## src/rtl/fetch_responder.sv

```systemverilog
// fetch_responder -- memory-side responder for the prefetch request interface.
//
// Serves up to three operand bytes at if_adr_i and the opcode byte at
// inst_adr_i from a DEPTH-byte window buffer (DEPTH = 2**WIN_BITS). The window
// is filled a byte at a time over an external req/ack bus. A one-byte opcode
// hold register covers far opcode peeks without disturbing the window.
//
// Optional build macro: FRESP_STATS_EN adds the stat_miss_o / stat_stl_o
// saturating counters. Without it those ports do not exist.
//
// Ports:
//   clk_i        clock, rising edge
//   rst_n_i      asynchronous active-low reset
//   if_adr_i     operand fetch start address
//   if_cnt_i     number of operand bytes required (0..3)
//   inst_adr_i   opcode peek address
//   flush_i      invalidate window and opcode hold register
//   stl_o        high while any required byte is missing
//   dat_o        {byte(if_adr+2), byte(if_adr+1), byte(if_adr)}, 0x00 lanes if
//                not required or missing
//   inst_o       byte at inst_adr_i, 0x00 if missing
//   ext_req_o    external read request
//   ext_adr_o    external read address
//   ext_ack_i    external acknowledge, data valid in the same cycle
//   ext_dat_i    external read data
//   stat_miss_o  (FRESP_STATS_EN) count of refill starts, saturating
//   stat_stl_o   (FRESP_STATS_EN) count of stalled cycles, saturating
module fetch_responder #(
  parameter int WIN_BITS = 4
) (
  input  logic        clk_i,
  input  logic        rst_n_i,
  input  logic [15:0] if_adr_i,
  input  logic [1:0]  if_cnt_i,
  input  logic [15:0] inst_adr_i,
  input  logic        flush_i,
  output logic        stl_o,
  output logic [23:0] dat_o,
  output logic [7:0]  inst_o,
  output logic        ext_req_o,
  output logic [15:0] ext_adr_o,
  input  logic        ext_ack_i,
  input  logic [7:0]  ext_dat_i
`ifdef FRESP_STATS_EN
  ,
  output logic [15:0] stat_miss_o,
  output logic [15:0] stat_stl_o
`endif
);

  localparam int          DEPTH    = 1 << WIN_BITS;
  localparam logic [15:0] DEPTH16  = 16'(DEPTH);
  localparam logic [15:0] SPAN16   = 16'(DEPTH - 3);
  localparam logic [WIN_BITS-1:0] IDX_LAST = WIN_BITS'(DEPTH - 1);

  typedef enum logic [1:0] {IDLE, FILL, HOLD} state_t;

  state_t              state_q, state_d;
  logic [15:0]         base_q, base_d;
  logic [WIN_BITS-1:0] idx_q, idx_d;
  logic [DEPTH-1:0]    vld_q, vld_d;
  logic [15:0]         hold_tag_q, hold_tag_d;
  logic                hold_vld_q, hold_vld_d;
  logic                redir_q, redir_d;
  logic                flpend_q, flpend_d;
  logic [7:0]          mem_q [DEPTH];
  logic [7:0]          hold_dat_q;
  logic                win_we, hold_we;

  // Lookup lanes 0..2 are operand bytes, lane 3 is the opcode byte.
  logic [15:0] look_adr [4];
  logic [15:0] look_off [4];
  logic [7:0]  look_dat [4];
  logic [3:0]  look_hit;
  logic [3:0]  in_win;
  logic [2:0]  need_ops;
  logic        op_miss, inst_miss, redirect;

  always_comb begin
    for (int k = 0; k < 4; k++) begin
      look_adr[k] = (k == 3) ? inst_adr_i : 16'(if_adr_i + 16'(k));
      // Modulo-2^16 distance from the window base; wraps naturally.
      look_off[k] = 16'(look_adr[k] - base_q);
      in_win[k]   = look_off[k] < DEPTH16;
      look_hit[k] = 1'b0;
      look_dat[k] = 8'h00;
      if (in_win[k] && vld_q[look_off[k][WIN_BITS-1:0]]) begin
        look_hit[k] = 1'b1;
        look_dat[k] = mem_q[look_off[k][WIN_BITS-1:0]];
      end else if (hold_vld_q && (hold_tag_q == look_adr[k])) begin
        look_hit[k] = 1'b1;
        look_dat[k] = hold_dat_q;
      end
    end
  end

  assign need_ops  = {if_cnt_i == 2'd3, if_cnt_i >= 2'd2, if_cnt_i != 2'd0};
  assign op_miss   = |(need_ops & ~look_hit[2:0]);
  assign inst_miss = ~look_hit[3];
  // An operand that can never arrive from the current window (and is not
  // covered by the hold register) makes the running fill pointless.
  assign redirect  = |(need_ops & ~in_win[2:0] & ~look_hit[2:0]);

  assign stl_o  = op_miss | inst_miss;
  assign dat_o  = {need_ops[2] ? look_dat[2] : 8'h00,
                   need_ops[1] ? look_dat[1] : 8'h00,
                   need_ops[0] ? look_dat[0] : 8'h00};
  assign inst_o = look_dat[3];

  assign ext_req_o = (state_q != IDLE);
  assign ext_adr_o = (state_q == FILL) ? 16'(base_q + 16'(idx_q)) :
                     (state_q == HOLD) ? hold_tag_q : 16'h0000;

  always_comb begin
    state_d    = state_q;
    base_d     = base_q;
    idx_d      = idx_q;
    vld_d      = vld_q;
    hold_tag_d = hold_tag_q;
    hold_vld_d = hold_vld_q;
    redir_d    = redir_q;
    flpend_d   = flpend_q;
    win_we     = 1'b0;
    hold_we    = 1'b0;
    unique case (state_q)
      IDLE: begin
        // A flush cycle only invalidates; the next cycle re-evaluates.
        if (!flush_i) begin
          if (op_miss) begin
            // Anchor the window on the opcode when the operands still fit
            // behind it, so one fill covers both.
            base_d   = (16'(if_adr_i - inst_adr_i) <= SPAN16) ? inst_adr_i : if_adr_i;
            idx_d    = '0;
            vld_d    = '0;
            redir_d  = 1'b0;
            flpend_d = 1'b0;
            state_d  = FILL;
          end else if (inst_miss) begin
            hold_tag_d = inst_adr_i;
            hold_vld_d = 1'b0;
            redir_d    = 1'b0;
            flpend_d   = 1'b0;
            state_d    = HOLD;
          end
        end
      end
      FILL: begin
        if (redirect) redir_d = 1'b1;
        if (flush_i)  flpend_d = 1'b1;
        if (ext_ack_i) begin
          win_we = !(flush_i || flpend_q);
          idx_d  = idx_q + WIN_BITS'(1);
          if ((idx_q == IDX_LAST) || redirect || redir_q || flush_i || flpend_q)
            state_d = IDLE;
        end
      end
      HOLD: begin
        if (flush_i) flpend_d = 1'b1;
        if (ext_ack_i) begin
          hold_we = !(flush_i || flpend_q);
          state_d = IDLE;
        end
      end
      default: state_d = IDLE;
    endcase
    if (win_we)  vld_d[idx_q] = 1'b1;
    if (hold_we) hold_vld_d   = 1'b1;
    if (flush_i) begin
      vld_d      = '0;
      hold_vld_d = 1'b0;
    end
  end

  always_ff @(posedge clk_i or negedge rst_n_i) begin
    if (!rst_n_i) begin
      state_q    <= IDLE;
      base_q     <= '0;
      idx_q      <= '0;
      vld_q      <= '0;
      hold_tag_q <= '0;
      hold_vld_q <= 1'b0;
      redir_q    <= 1'b0;
      flpend_q   <= 1'b0;
    end else begin
      state_q    <= state_d;
      base_q     <= base_d;
      idx_q      <= idx_d;
      vld_q      <= vld_d;
      hold_tag_q <= hold_tag_d;
      hold_vld_q <= hold_vld_d;
      redir_q    <= redir_d;
      flpend_q   <= flpend_d;
    end
  end

  // Data storage carries no reset; every read is qualified by a valid bit.
  always_ff @(posedge clk_i) begin
    if (win_we)  mem_q[idx_q] <= ext_dat_i;
    if (hold_we) hold_dat_q   <= ext_dat_i;
  end

`ifdef FRESP_STATS_EN
  logic [15:0] stat_miss_q, stat_stl_q;

  always_ff @(posedge clk_i or negedge rst_n_i) begin
    if (!rst_n_i) begin
      stat_miss_q <= '0;
      stat_stl_q  <= '0;
    end else begin
      if ((state_q == IDLE) && (state_d != IDLE) && (stat_miss_q != 16'hFFFF))
        stat_miss_q <= stat_miss_q + 16'd1;
      if (stl_o && (stat_stl_q != 16'hFFFF))
        stat_stl_q <= stat_stl_q + 16'd1;
    end
  end

  assign stat_miss_o = stat_miss_q;
  assign stat_stl_o  = stat_stl_q;
`endif

endmodule

```

## config.mk

```make
export PLATFORM = sky130hd
export DESIGN_NAME = fetch_responder
export DESIGN_NICKNAME = d
export VERILOG_FILES = /design/src/rtl/fetch_responder.sv
export SDC_FILE = /design/constraint.sdc
export NUM_CORES = 1
export LEC_CHECK = 0
export CORE_ASPECT_RATIO = 0.75
export CORE_UTILIZATION = 35
export DETAILED_ROUTE_END_ITERATION = 7
export PLACE_DENSITY_LB_ADDON = 0.05
export REMOVE_ABC_BUFFERS = 1
export SLEW_MARGIN = 40
export SYNTH_ARGS = -nofsm -noshare
export SYNTH_HDL_FRONTEND = slang
export SYNTH_SLANG_ARGS = --single-unit
```

## constraint.sdc

```tcl
create_clock -name clk_i -period 6.5 [get_ports clk_i]
set_input_delay 0.975 -clock clk_i [delete_from_list [all_inputs] [get_ports clk_i]]
set_output_delay 0.975 -clock clk_i [all_outputs]
set_load 0.01 [all_outputs]
```

; ---- Word-level counts from Yosys, hierarchy flattened
; Memories as Yosys holds them, arrays and structs flattened.
; Index checks and enable logic that the tools add are counted.
[totals]
word_cells = 154
latch_bits = 0
reg_bits = 65
rom_bits = 0
input_bits = 46
ramBits = 128
mem_count = 1
[memory_table]
columns = memory, depth, word_bits, rd, rd_ports_with_merged_regs, write_ports, line_no
row1 = mem_q, 16, 8, 4, 0, 1, 66  ; logic [7:0] mem_q [DEPTH];
[op_classes]
addsub = 9
shift = 0
mux = 64
n_reduce_logical = 31
n_mul = 0
order_cmp = 12
eq_ne = 18
bitwise = 10
n_div = 0
[op_table]
columns = cell, n
row1 = two-way mux 16 bit, 8
row2 = two-way mux 8 bit, 11
row3 = subtractor 16 bit, 5
row4 = == test 16 bit, 4
row5 = < comparator 16 x 5 -> 1 bit (second input constant), 4
row6 = two-way mux 1 bit, 27
row7 = < comparator 4 x 5 -> 1 bit (second input constant), 5
row8 = adder 16 x 1 -> 16 bit (second input constant), 1
row9 = adder 16 x 2 -> 16 bit (second input constant), 1
row10 = adder 16 x 4 -> 16 bit, 1
row11 = binary-select mux 1 bit (select 4 bit), 4
row12 = <= comparator 16 x 4 -> 1 bit (second input constant), 1
row13 = OR 16 bit, 1
row14 = AND reduction 4 bit, 4
row15 = two-way mux 2 bit, 6
row16 = two-way mux 4 bit, 3
row17 = != test 2 bit (second input constant), 5
row18 = AND 3 bit, 3
row19 = logical AND 1 bit, 9
row20 = != test 3 bit (second input constant), 3
row21 = case mux 4 bit (2 select lines), 1
row22 = nonzero test 2 bit, 4
row23 = NOT 3 bit, 2
row24 = case mux 2 bit (3 select lines), 1
row25 = other kinds (19), 30

; ---- Depth between registers and ports, before layout
[depth]
ltp_word = 16
mapped_depth = 20

; ---- Worst setup path before layout
; No wires, ideal clock.
[synth_timing]
path_kind = input port to output port
startpoint = input port if_adr_i[1]
endpoint = output port stl_o
path_stages = 18
t_arrival_ns = 5.040
path_slack_ns = 0.485
t_required_ns = 5.525
path_cell_list = ha_1 and3_1 nand3_2 or3_1 xnor2_1 ha_1 nand2b_1 o221ai_1 a2111oi_0 o2111ai_1 or4_1 or4_1 or3_1 buf_6 nand2b_4 and3_1 clkbuf_1 nand2_1
[synth_via]
elab_chain_cells = 10
[synth_lines]
columns = element, line_no
row1 = start: declaration, 33  ; input logic [15:0] if_adr_i,
row2 = "parallel branches: the longest is 6 deep, another holds adder 16 x 1 -> 16 bit", n/a
row3 = NOT 3 bit *, 98  ; assign op_miss = |(need_ops & ~look_hit[2:0]);
row4 = AND 3 bit *, 98
row5 = OR reduction 3 bit *, 98
row6 = OR 1 bit *, 104  ; assign stl_o = op_miss | inst_miss;
row7 = end: declaration, 37  ; output logic stl_o,
; Every way passes the cells marked *. The select of a mux whose other input is x is not followed.

; ---- Worst setup path in the final report
[layout_timing]
startpoint = input port if_adr_i[8]
endpoint = output port stl_o
[layout_via]
elab_chain_cells = 9
[layout_lines]
columns = element, line_no
row1 = adder 16 x 1 -> 16 bit or adder 16 x 2 -> 16 bit (tied branches), 81  ; look_adr[k] = (k == 3) ? inst_adr_i : 16'(if_adr_i + 16'(k));
row2 = subtractor 16 bit or == test 16 bit (tied branches), "83, 90"
row3 = < comparator 16 x 5 -> 1 bit or logical AND 1 bit (tied branches), "84, 90"
row4 = logical AND 1 bit or two-way mux 1 bit (tied branches), "87, 90"
row5 = two-way mux 1 bit, 87  ; if (in_win[k] && vld_q[look_off[k][WIN_BITS-1:0]]) begin
row6 = NOT 3 bit *, 98
row7 = AND 3 bit *, 98
row8 = OR reduction 3 bit *, 98
row9 = OR 1 bit *, 104
; Every way passes the cells marked *; elsewhere a longest branch is shown, timed or not.

==> results by group <==
Critical path
  • Worst setup path class: in2out
  • Slowest cell on crit path: or4_4
  • Req. time, crit path: between 5000 and 6000 ps
  • CP peak stage delay: between 500 and 600 ps
  • Cell Chain, Critical Path: clkdlybuf4s50_1, nand4_1, buf_4, buf_4, nor3_1, buf_4, xor2_2, ha_1, and4_1, a22o_1, a211oi_2, xnor2_1, or4_4, or4b_4, nand2_2, and3_4, nand2_1, dlygate4sd2_1
  • Crit path DAT: 5360 ps
  • Crit path capture type: primary output
  • Most frequent CP cell: buf_4
  • Max Fanout on Critical Path: 3
  • Path depth of the worst reg2reg path: 15
  • Crit start category: input port

Yosys
  • Syn_area_per_cell: 11.2 µm²
  • Seq/Total Area, Yosys: 31.2%
  • Post-synthesis instance total: ~1600
  • Post-synth top cells: mux4_2, edfxtp_1, nor2_1
  • Post-Synth XOR/XNOR Area: around 6%
  • Top-area cell type share of the netlist area: about 23%
  • Synth Area in Compound Gates: roughly an eighth
  • Ys async rst share: between 20% and 30%
  • Simple-gate share of the synthesized area: between 10% and 20%
  • Synthesized flop and latch total: ~190
  • Most frequent cell after synthesis: mux4_2
  • Largest family of logic cells by synthesized area: multiplexers
  • Largest area contributor in the netlist: edfxtp_1
  • Number of synthesized flops with an enable pin: 136
  • Warnings from Yosys: 0
  • Top cells by area, synth: edfxtp_1, mux4_2, dfrtp_1, ha_1, xnor2_1
  • Unique cell type count in the Yosys netlist: 85
  • Main synth FF type: edfxtp_1
  • Adder-Cell Fraction of Synth Area: under 10%
  • Mux cell area share after synthesis: around 27%
  • Synth Cell Area: between 15000 and 20000 µm²

Pwr
  • Power Density: between 400 and 500 nW/µm²
  • Leakage: ~0.0087 µW
  • Worst VDD drop: 0.000284 V

Final layout
  • Final core occ: 44.5%
  • Area grow syn2layout: 24.3%
  • Ratio of cells with drive above 1 in the final layout: slightly above 30%
  • # diodes: 0
  • Fill count: 4642
  • Nets@finish: ~2000

Detailed routing
  • DRC viols: 0
  • Antenna violation net count after detailed routing: 0
  • Drt total wl: 66200 µm
  • DRT Pass-1 Iters: 5
  • WL per Instance: approximately 26 µm
  • Via count: ~15000
  • DRT iter0 DRCs: between 1500 and 2000
  • Via density: ~6

Clock network
  • H-tree Lvls: 4
  • Num CTS Buffers: 17
  • Clk slew on worst S/H paths: around 90 ps
  • Clk sinks: roughly 190
  • Clk buf depth: 2
  • Clock root buffer: clkbuf_16
  • Clock tree from TritonCTS: done
  • Clk_lat worst skew: between 400 and 500 ps

Global routing
  • Overall Global Routing Usage: between 20% and 30%
  • First-pass GRT wire length: 97900 µm
  • Grt ovf: 0
  • Via count of the first global-routing pass: 14629
  • Initial antenna violation count: 1
  • Largest net degree at the start of global routing: 61

STA
  • Actual slew at the worst max-slew pin: between 700 and 800 ps
  • FMAX: ~160 MHz
  • Hold Vio Cnt, Final: 0
  • Slew Limit Fails: 0
  • Fin Hold WS: 533 ps
  • Slew HR: 47.3%
  • Post-Route Skew: between 15 and 20 ps
  • Unrepaired setup endpoints after global routing: false
  • Period utilisation layout: slightly below 100%
  • Tmin final: approximately 6300 ps
  • Final setup viols: 0

Floorplanning
  • Die Ht: 197 µm
  • Core Box Area: between 40000 and 50000 µm²
  • Rows: 70
  • DIE AREA: around 51000 µm²
  • Initial Utilization: between 30% and 40%
  • # IOs: between 90 and 100
  • Die X: 261 µm

Worst hold path
  • Hold path depth: 2
  • Hold crit path type: reg2reg

Place
  • Placer Congestion: around 0.9
  • DP HPWL: roughly 51000 µm
  • IO Port Bufs: 95

Outcome
  • Status: completed

Run
  • Max-Cap Viols: 0
power breakdown:
group	switching [µW]	total [µW]	internal, µW
Combinational	3560	6870	3310
Clock	561	1160	595
Sequential	218	1650	1430
Total	4340	9680	5340
cells in the final DEF (no fill, tap or decap), types with 38 or more instances in the layout:
cell and n:
a21oi_1 71, mux2i_1 49, buf_4 233, a21o_1 38, mux4_2 179, xnor2_1 72, ha_1 77, xor2_1 38
edfxtp_1 136, nand2_1 105, nor2_1 101, clkdlybuf4s50_1 68, o21ai_0 71, dfrtp_1 57, inv_1 71
worst paths after layout:
kind                        startpoint             to  slack [ps]
setup / recovery           if_adr_i[8]          stl_o         160
hold / removal              base_q[14]     base_q[14]         530
setup reg to reg             base_q[0]  hold_tag_q[5]        1740
hold reg to reg             base_q[14]     base_q[14]         530
max in group asynchronous      rst_n_i       vld_q[2]        5490
min in group asynchronous      rst_n_i     base_q[15]         570
kinds of logic (layout without fill, tap and decap cells):
group,after synthesis,in the layout
and+or+nand+nor,439,439
AOI/OAI and AO/OA,333,333
muxes,252,252
DFF,193,193
buffers and inverters,149,438
xor gates and xnor gates,119,119
adders and majority gates,93,93
sequential cells by signal (all words and copies together), names as in the netlist:
name	count
base_q	16
flpend_q	1
hold_dat_q	8
hold_tag_q	16
hold_vld_q	1
idx_q	4
mem_q	128
redir_q	1
state_q	2
vld_q	16
stage by stage:
step	total power [µW]	worst slack [ps]	TNS (ps)	cells	cell area (µm²)
3_3_place_gp	8380	-721	-12120	2479	21000
4_1_cts	9610	0.175	0	2515	21800
5_1_grt	10200	1.86	0	2515	22000
2_1_floorplan	6120	-2450	-124870	1500	17300
3_5_place_dp	8400	-823	-13790	2479	21100
6_report	9680	162	0	2515	22000
critical path, delay by kind of cell:
kind / cells / cell delay [ps]
AOI/OAI and AO/OA: 2 / 430
xor gates and xnor gates: 2 / 270
adders and majority gates: 1 / 270
buffers and inverters: 5 / 1270
and+or+nand+nor: 8 / 2130
timing repair:
item	CTS	global route
resized for setup	40	60
setup endpoints to repair	25	25
hold buffers	0	0
cloned	0	0
buffers inserted	4	0
pin swaps	6	12
metal layers:
| layer | wire [µm] | GRT usage [%] | part of all wire (%) | vias up |
|---|---|---|---|---|
| li1 | - | - | - | 6745 |
| met1 | 32700 | 41.4 | 49 | 7664 |
| met2 | 27200 | 35.6 | 41 | 557 |
| met3 | 5520 | 6.65 | 8.3 | 46 |
| met4 | 805 | 4.26 | 1.2 | 0 |
| met5 | 0 | 0 | 0 | - |
layout make-up:
type,count,area [µm²],area share [%]
clock buffer,17,425,1.94
multi-input combinational,1236,12000,54.4
clock inverter,15,209,0.951
tap,648,811,3.69
sequential,193,5510,25.1
inverter,71,267,1.21
timing repair buffer,335,2790,12.7
(Power assumes the default switching activity.)
==> RTL change: new RTL, same flow settings <==
`WIN_BITS`: 4 -> 2.
--- a/src/rtl/fetch_responder.sv
+++ b/src/rtl/fetch_responder.sv
@@ -26,7 +26,7 @@
 //   stat_miss_o  (FRESP_STATS_EN) count of refill starts, saturating
 //   stat_stl_o   (FRESP_STATS_EN) count of stalled cycles, saturating
 module fetch_responder #(
-  parameter int WIN_BITS = 4
+  parameter int WIN_BITS = 2
 ) (
   input  logic        clk_i,
   input  logic        rst_n_i,
Behaviour: not the same (a bounded check fails within 4 cycles, from zero or initial values and one cycle with rst_n_i low).
==> RTL change against the original RTL <==
  * Critical path depth is 1 lower
  * Highest routed layer unchanged
  * Maximum frequency is 0.34% higher
  * Clock skew up 0.0056 ns
  * Total power decreased by 41%
  * Sequential cell count down 110
  * Global-route usage grew 1.3 points
  * Largest cell class unchanged
  * Final area fell by 35%
  * Setup slack better by 0.022 ns
  * Wire length shrank 32%
  * Area after synthesis fell by 36%
==> RTL change: results (changes against the original RTL) <==
* First-pass GRT wire length at 68100 um (-30%)
* Worst Reg2Reg Path Length in Cells at 16 (+1)
* Non-clock buffer share at 16.7% (+4.0 points)
* Clock Pin Slew Worst Setup and Hold Paths at 0.06 ns (-0.03 ns)
* Sequential cell count at 83 (-57%)
* Reg2reg start: base_q[1]
* CTS H-tree lvls at 3 (-1)
* Tapcell Cnt at 406 (-37%)
* Clock Latency Late Sink at 0.37 ns (-0.10 ns)
* Comb pwr at 4380 uW (-36%)
* Iter 0 DRT Violations at 881 (-44%)
* Placed Instances at 1962 (-21%)
* CP max stage delay at 0.61 ns (+0.05 ns)
* P per Cell Area at 401 nW/um^2 (-9.0%)
* RR Endpoint: hold_tag_q[8]
* Clock Buffer Count at 9 (-8)
* Worst setup margin at 0.183 ns (+0.0216 ns)
* Critical path origin: if_adr_i[10]
* Routed len/inst at 22.7 um (-14%)
* Hold depth at 1 (-1)
* Compound-cell area share of the yosys netlist at 20.5% (+7.7 points)
* Hold_sp: redir_q
* Fin Hold WS at 0.522 ns (-0.0110 ns)
* Post-synth top cells: nand2_1 (113), nor2_1 (104), a21oi_1 (86)
* Buffers excl. clock at 278 (-17%)
* Most used DFF post-synth: dfrtp_1
* Pin count of the biggest net entering global routing at 44 (-28%)
* XOR/XNOR share of the synthesized area at 8.77% (+2.9 points)
* Area of the multi-input gates at 8550 um^2 (-28%)
* Initial antenna violation count at 2 (+1)
* CP delay by family, top: buffers and inverters
* Adder-cell share of the synthesized area at 10.5% (+3.7 points)
* Mux contribution to synthesized area at 13.5% (-14 points)
* Outcome: finished, final reports clean
* Max rail drop VDD at 210 uV (-26%)
* Fillers at 3131 (-33%)
* Power Clock at 527 uW (-55%)
* Worst path arrival time at 5.34 ns (-0.02 ns)
* Avg Synthesized Cell Area at 8.43 um^2 (-25%)
* Final Routed Wirelength at 45000 um (-32%)
* NumNets Final at 1707 (-14%)
* Clock network area share at 2.06% (-0.83 points)
* Seq/total area at 15.9% (-9.2 points)
-- RTL change: changes by cell type after synthesis, sizes merged, moves of 9 or more --
cell | unedited run | this run
a21o | 38 | 16
a21oi | 75 | 88
clkbuf | 49 | 28
dfrtp | 57 | 43
edfxtp | 136 | 40
inv | 71 | 81
mux4 | 179 | 33
nand2b | 22 | 31
nand3 | 34 | 51
nand4 | 13 | 26
nor2 | 115 | 104
nor3 | 36 | 20
-- RTL change: routing by layer --
layer	GRT usage, %	vias to the layer above	wire length [um]
li1	-	5463	-
met1	42.9	5632	23100
met5	0	-	0
met3	3.81	30	3140
met4	5.01	0	590
met2	39.6	410	18200
-- RTL change: timing repair --
| item | in CTS | in global routing |
|---|---|---|
| buffers inserted | 2 | 1 |
| pin swaps | 3 | 10 |
| gates resized for setup | 19 | 27 |
| setup endpoints to repair | 12 | 17 |
